--- config.mk ---
export PLATFORM = sky130hd
export DESIGN_NAME = stack_eval_ctrl
export DESIGN_NICKNAME = d
export VERILOG_FILES = /design/src/rtl/stack_eval_ctrl.sv
export SDC_FILE = /design/constraint.sdc
export NUM_CORES = 2
export LEC_CHECK = 0
export CORE_ASPECT_RATIO = 1.2
export CORE_MARGIN = 2
export CORE_UTILIZATION = 35
export CTS_BUF_LIST = sky130_fd_sc_hd__clkbuf_8
export DETAILED_ROUTE_END_ITERATION = 10
export SYNTH_ARGS = -nofsm -noshare
export SYNTH_HDL_FRONTEND = slang
export SYNTH_SLANG_ARGS = --single-unit
--- constraint.sdc ---
create_clock -name clk -period 16.3 [get_ports clk]
set_input_delay 3.26 -clock clk [delete_from_list [all_inputs] [get_ports clk]]
set_output_delay 3.26 -clock clk [all_outputs]
set_load 0.02 [all_outputs]
--- src/rtl/stack_eval_ctrl.sv ---
// Stack-machine sequencer: fetches ops from instruction memory and drives an operand
// stack and a local frame, with a bit-serial restoring divider for DIV.
module stack_eval_ctrl #(
    parameter int DATA_W  = 32,
    parameter int ARG_W   = 16,
    parameter int PC_W    = 10,
    parameter int DEPTH   = 16,
    parameter int NLOCALS = 16
) (
    input  logic              clk,
    input  logic              rst_n,
    input  logic              start,
    output logic              imem_en,
    output logic [PC_W-1:0]   imem_addr,
    input  logic [ARG_W+3:0]  imem_rdata,
    output logic              busy,
    output logic              done,
    output logic              error,
    output logic [2:0]        err_code,
    output logic [DATA_W-1:0] result
);
    localparam int SP_W  = $clog2(DEPTH + 1);
    localparam int SA_W  = $clog2(DEPTH);
    localparam int LA_W  = $clog2(NLOCALS);
    localparam int CNT_W = $clog2(DATA_W);

    typedef enum logic [2:0] {S_IDLE, S_FETCH, S_EXEC, S_DIV, S_DONE, S_ERR} state_t;
    typedef enum logic [3:0] {
        OP_PUSH, OP_LOAD, OP_STORE, OP_POP, OP_ADD, OP_SUB, OP_MUL, OP_DIV,
        OP_EQ, OP_NE, OP_GT, OP_GE, OP_JZ, OP_JMP, OP_RET, OP_ILL
    } op_t;
    typedef enum logic [2:0] {E_NONE, E_OVF, E_UNF, E_DIVZ, E_ILL} err_t;

    state_t            state_q, state_d;
    err_t              err_q, err_d, fault;
    logic [PC_W-1:0]   pc_q, pc_d;
    logic [SP_W-1:0]   sp_q, sp_d;
    logic [DATA_W-1:0] result_q, result_d;
    logic [DATA_W-1:0] stk_q [DEPTH];
    logic [DATA_W-1:0] loc_q [NLOCALS];

    // Divider: rem/quo shift together, quo starts as the dividend magnitude.
    logic [DATA_W-1:0] rem_q, rem_d, quo_q, quo_d, dvs_q, dvs_d;
    logic              neg_q, neg_d;
    logic [CNT_W-1:0]  cnt_q, cnt_d;
    logic [DATA_W:0]   shifted, trial;

    op_t               op;
    logic [ARG_W-1:0]  arg;
    logic [DATA_W-1:0] top, nos, alu;
    logic [1:0]        need;
    logic              grows, bad, slot_bad;
    logic              stk_we, loc_we, loc_clr;
    logic [SA_W-1:0]   stk_wa;
    logic [DATA_W-1:0] stk_wd;

    assign op       = op_t'(imem_rdata[ARG_W+3:ARG_W]);
    assign arg      = imem_rdata[ARG_W-1:0];
    assign top      = stk_q[SA_W'(sp_q - SP_W'(1))];
    assign nos      = stk_q[SA_W'(sp_q - SP_W'(2))];
    assign slot_bad = (32'(arg) >= NLOCALS);

    // NOTE: every signal driven here gets a default first so no path leaves it
    // unassigned; otherwise synthesis infers a latch.
    always_comb begin
        need  = 2'd0;
        grows = 1'b0;
        bad   = 1'b0;
        alu   = '0;
        case (op)
            OP_PUSH:                begin grows = 1'b1; end
            OP_LOAD:                begin grows = 1'b1; bad = slot_bad; end
            OP_STORE:               begin need = 2'd1;  bad = slot_bad; end
            OP_POP, OP_JZ, OP_RET:  begin need = 2'd1; end
            OP_JMP:                 begin need = 2'd0; end
            OP_ILL:                 begin bad = 1'b1; end
            default:                begin need = 2'd2; end
        endcase
        case (op)
            OP_ADD:  alu = nos + top;
            OP_SUB:  alu = nos - top;
            OP_MUL:  alu = nos * top;
            OP_EQ:   alu = DATA_W'(nos == top);
            OP_NE:   alu = DATA_W'(nos != top);
            OP_GT:   alu = DATA_W'($signed(nos) >  $signed(top));
            OP_GE:   alu = DATA_W'($signed(nos) >= $signed(top));
            default: alu = '0;
        endcase
    end

    always_comb begin
        state_d  = state_q;
        err_d    = err_q;
        pc_d     = pc_q;
        sp_d     = sp_q;
        result_d = result_q;
        rem_d    = rem_q;
        quo_d    = quo_q;
        dvs_d    = dvs_q;
        neg_d    = neg_q;
        cnt_d    = cnt_q;
        fault    = E_NONE;
        imem_en  = 1'b0;
        stk_we   = 1'b0;
        stk_wa   = SA_W'(sp_q);
        stk_wd   = '0;
        loc_we   = 1'b0;
        loc_clr  = 1'b0;
        shifted  = {rem_q, quo_q[DATA_W-1]};
        trial    = shifted - {1'b0, dvs_q};
        case (state_q)
            S_IDLE, S_DONE, S_ERR: begin
                if (start) begin
                    state_d  = S_FETCH;
                    pc_d     = '0;
                    sp_d     = '0;
                    result_d = '0;
                    err_d    = E_NONE;
                    loc_clr  = 1'b1;
                end
            end
            S_FETCH: begin
                imem_en = 1'b1;
                state_d = S_EXEC;
            end
            S_EXEC: begin
                if (bad)                                         fault = E_ILL;
                else if (SP_W'(need) > sp_q)                     fault = E_UNF;
                else if (grows && sp_q == SP_W'(DEPTH))          fault = E_OVF;
                else if (op == OP_DIV && top == '0)              fault = E_DIVZ;
                state_d = S_FETCH;
                pc_d    = pc_q + PC_W'(1);
                if (fault != E_NONE) begin
                    state_d = S_ERR;
                    err_d   = fault;
                    pc_d    = pc_q;
                end else begin
                    case (op)
                        OP_PUSH: begin
                            stk_we = 1'b1;
                            stk_wd = {{(DATA_W-ARG_W){arg[ARG_W-1]}}, arg};
                            sp_d   = sp_q + SP_W'(1);
                        end
                        OP_LOAD: begin
                            stk_we = 1'b1;
                            stk_wd = loc_q[LA_W'(arg)];
                            sp_d   = sp_q + SP_W'(1);
                        end
                        OP_STORE: loc_we = 1'b1;
                        OP_POP:   sp_d = sp_q - SP_W'(1);
                        OP_DIV: begin
                            state_d = S_DIV;
                            pc_d    = pc_q;
                            neg_d   = nos[DATA_W-1] ^ top[DATA_W-1];
                            quo_d   = nos[DATA_W-1] ? -nos : nos;
                            dvs_d   = top[DATA_W-1] ? -top : top;
                            rem_d   = '0;
                            cnt_d   = '0;
                        end
                        OP_JZ: begin
                            sp_d = sp_q - SP_W'(1);
                            if (top == '0) pc_d = arg[PC_W-1:0];
                        end
                        OP_JMP: pc_d = arg[PC_W-1:0];
                        OP_RET: begin
                            state_d  = S_DONE;
                            pc_d     = pc_q;
                            result_d = top;
                            sp_d     = sp_q - SP_W'(1);
                        end
                        default: begin
                            stk_we = 1'b1;
                            stk_wa = SA_W'(sp_q - SP_W'(2));
                            stk_wd = alu;
                            sp_d   = sp_q - SP_W'(1);
                        end
                    endcase
                end
            end
            S_DIV: begin
                rem_d = trial[DATA_W] ? shifted[DATA_W-1:0] : trial[DATA_W-1:0];
                quo_d = {quo_q[DATA_W-2:0], ~trial[DATA_W]};
                cnt_d = cnt_q + CNT_W'(1);
                // Operands stay on the stack until the last quotient bit lands.
                if (cnt_q == CNT_W'(DATA_W - 1)) begin
                    stk_we  = 1'b1;
                    stk_wa  = SA_W'(sp_q - SP_W'(2));
                    stk_wd  = neg_q ? -quo_d : quo_d;
                    sp_d    = sp_q - SP_W'(1);
                    pc_d    = pc_q + PC_W'(1);
                    state_d = S_FETCH;
                end
            end
            default: state_d = S_IDLE;
        endcase
    end

    // NOTE: sequential state uses non-blocking assignments so every register
    // samples the pre-edge values regardless of statement order.
    always_ff @(posedge clk) begin
        if (!rst_n) begin
            state_q  <= S_IDLE;
            err_q    <= E_NONE;
            pc_q     <= '0;
            sp_q     <= '0;
            result_q <= '0;
            rem_q    <= '0;
            quo_q    <= '0;
            dvs_q    <= '0;
            neg_q    <= 1'b0;
            cnt_q    <= '0;
            for (int i = 0; i < NLOCALS; i++) loc_q[i] <= '0;
        end else begin
            state_q  <= state_d;
            err_q    <= err_d;
            pc_q     <= pc_d;
            sp_q     <= sp_d;
            result_q <= result_d;
            rem_q    <= rem_d;
            quo_q    <= quo_d;
            dvs_q    <= dvs_d;
            neg_q    <= neg_d;
            cnt_q    <= cnt_d;
            if (loc_clr) begin
                for (int i = 0; i < NLOCALS; i++) loc_q[i] <= '0;
            end else if (loc_we) begin
                loc_q[LA_W'(arg)] <= top;
            end
        end
    end

    // NOTE: stack entries are not reset; sp==0 marks them all invalid, so a reset
    // mux on the array would be pure cost.
    always_ff @(posedge clk) begin
        if (stk_we) stk_q[stk_wa] <= stk_wd;
    end

    assign busy      = (state_q == S_FETCH) || (state_q == S_EXEC) || (state_q == S_DIV);
    assign done      = (state_q == S_DONE);
    assign error     = (state_q == S_ERR);
    assign err_code  = err_q;
    assign result    = result_q;
    assign imem_addr = pc_q;
endmodule

==> key figures <==
Outcome
  – Status: complete, no violations

Worst setup path
  – Slowest CP cell: ha_4
  – Worst Setup Path Type: reg -> reg
  – WP data required: between 15 and 20 ns
  – Crit-path max cell delay: a little under 0.9 ns
  – Critical Path End Type: register
  – Worst Path Max Fanout: 47
  – Worst Path Arrival: ~14 ns
  – Startpoint types: register
  – Cell mode on critical path: fa_1

Detailed routing
  – Detail Route Antenna Nets: 0
  – Vias post-DR: ~53000
  – DRT iter0 DRCs: slightly above 6000
  – Post-Route WL: approximately 270 mm
  – Number of remaining DRC errors: 0
  – Drt first pass iters: 7
  – WL/cell: roughly 29 µm
  – Average vias per placed instance: roughly 5.7

Synthesis
  – Yosys warnings: 0
  – Synthesized area per cell: between 10 and 15 µm²
  – Number of synthesized register bits: between 1000 and 1500
  – Synth Cell Area: roughly 76000 µm²
  – Area leader, netlist: edfxtp_1
  – Commonest register cell after synthesis: edfxtp_1
  – Top-area cell type share of the netlist area: about two fifths
  – Post-synth EDFFs: slightly above 1000
  – Synth async-reset ratio: 0%
  – Sequential share of the synthesized area: between 40% and 50%
  – Post-Syn Instances: 6292
  – Synth Net Count: slightly below 7000
  – Top cells by area, synth: edfxtp_1 41%, mux4_2 12%, fa_1 11%
  – Synth cell types: 94

STA
  – Fmax achieved: between 70 and 80 MHz
  – Period utilisation layout: slightly above 80%
  – RSZ-0062 raised after global routing: no
  – Worst-margin pin slew: ~1.4 ns
  – Worst Skew: between 0.07 and 0.08 ns
  – Final min period: between 10 and 15 ns
  – Relative slew slack: between 5 and 6%
  – Final Hold Violating Endpoints: 0
  – Setup_tns: 0 ns
  – Final Setup Violations: 0
  – Max-slew violations: 0

Global route
  – Number of global-route vias before repair: 55300
  – Total Routing Usage GR: between 20% and 30%
  – First-pass GRT wire length: ~380 mm
  – Largest net degree at the start of global routing: 123
  – GRT Residual Overflow: 0
  – Initial antenna violation count: 11

Run
  – Max Cap Viol: 0

Clock network
  – CTS Sinks: 1179
  – Hold buffers post-CTS: 0
  – Clk buf depth: 3
  – H-Tree Depth: 4
  – Clk pin slew, worst setup/hold paths: ~0.060 ns
  – Cts repair resizes: 0
  – Later-pin clock latency in the skew report: just over 1 ns
  – Clock buffer count from CTS: roughly 200
  – CTS Root Buffer Type: clkbuf_8
  – Setup bufs post-CTS: 0
  – CTS tree: built

Die
  – Die X: around 430 µm
  – # rows: 186
  – Core Area: about 210000 µm²
  – Die Y: 513 µm
  – Die area: roughly 220000 µm²
  – Initial Util: between 30% and 40%
  – Num ports: 72

Layout
  – Fillcell total: 20300
  – Share of cells above drive strength 1: between 10% and 20%
  – Most frequent cells in the layout: 1024 x edfxtp_1, 984 x nor2_1, 597 x inv_1
  – Most common cell after layout, fill and taps aside: edfxtp_1
  – Layout area overhead: 10.5%
  – Layout Nets: just under 7000

Place
  – Dpl hpwl: ~180 mm
  – Routability cong.: just over 1
  – IO Port Bufs: between 70 and 80

Min path
  – Hold Path Class: reg -> reg
## cell usage after synthesis (all sizes together), types with 129 or more instances
library cell / n
dfxtp: 155
a21oi: 177
ha: 232
xnor2: 169
mux4: 424
edfxtp: 1024
clkbuf: 210
mux2i: 129
nand2: 508
inv: 547
buf: 212
nor2: 1000
fa: 411
o21ai: 180
## area by class of cell
class	count	area [µm²]	share of cell area, %
Multi-Input combinational cell	4124	38000	45.5
Sequential cell	1179	33900	40.5
Tap cell	2820	3530	4.22
Clock buffer	212	2920	3.49
Inverter	567	2130	2.55
Timing Repair Buffer	230	1930	2.31
Clock inverter	149	1120	1.34
Antenna cell	13	32.5	0.0389
## metrics by stage
step | util [%] | area, µm² | std cells | hold slack, ns | worst slack, ns
6_report | 39.0 | 83600 | 9294 | 0.480 | 3.06
2_1_floorplan | - | 75600 | 6292 | 0.441 | 5.46
4_1_cts | 39.0 | 83500 | 9281 | 0.480 | 3.15
5_1_grt | 39.0 | 83500 | 9285 | 0.513 | 2.50
3_3_place_gp | 37.1 | 79500 | 8920 | 0.455 | 3.40
3_5_place_dp | 37.1 | 79500 | 8920 | 0.472 | 3.14
## final timing paths
kind / start / endpoint / slack [ns] / cells past startpoint
max: sp_q[1] / stk_q[14][31] / 3.06 / 33
max reg2reg: sp_q[1] / stk_q[14][31] / 3.06 / 33
min reg2reg: imem_addr[9] / imem_addr[9] / 0.48 / 2
min: imem_addr[9] / imem_addr[9] / 0.48 / 2
## sequential cells by signal (all words and copies together) (netlist names)
| register | cells |
|---|---|
| loc_q | 512 |
| stk_q | 512 |
| dvs_q | 32 |
| quo_q | 32 |
| rem_q | 32 |
| result | 32 |
| imem_addr | 10 |
| cnt_q | 5 |
| sp_q | 5 |
| err_code | 3 |
| state_q | 3 |
| neg_q | 1 |
## cells by family after synthesis
| logic type | share of synthesized area (%) |
|---|---|
| AND/OR/NAND/NOR | 10.8 |
| flip-flops | 44.8 |
| buffers and inverters | 5.42 |
| AO/OA/AOI/OAI | 6.35 |
| adder cells (fa/ha/maj) | 14.7 |
| multiplexers | 15.1 |
| XOR/XNOR | 2.87 |
## layer usage
metal	GRT usage (%)	part of all wire [%]	wire (µm)
met1	28.5	37	98100
met2	40.0	48	128000
met3	5.40	8.5	22600
met4	13.6	6.5	17100
met5	0	0.032	85
## worst max-delay path: cells and delay by family (launching register included)
| family | cells | cell delay (ns) |
|---|---|---|
| AOI/OAI and AO/OA | 1 | 0.51 |
| xor gates and xnor gates | 10 | 2.15 |
| adders and majority gates | 9 | 4.58 |
| buffers and inverters | 7 | 2.70 |
| DFF | 1 | 0.83 |
| muxes | 3 | 0.98 |
| and+or+nand+nor | 3 | 0.88 |
Power is not shown: default switching activity piles up to over one toggle a cycle in this logic, so the estimate is an artifact.
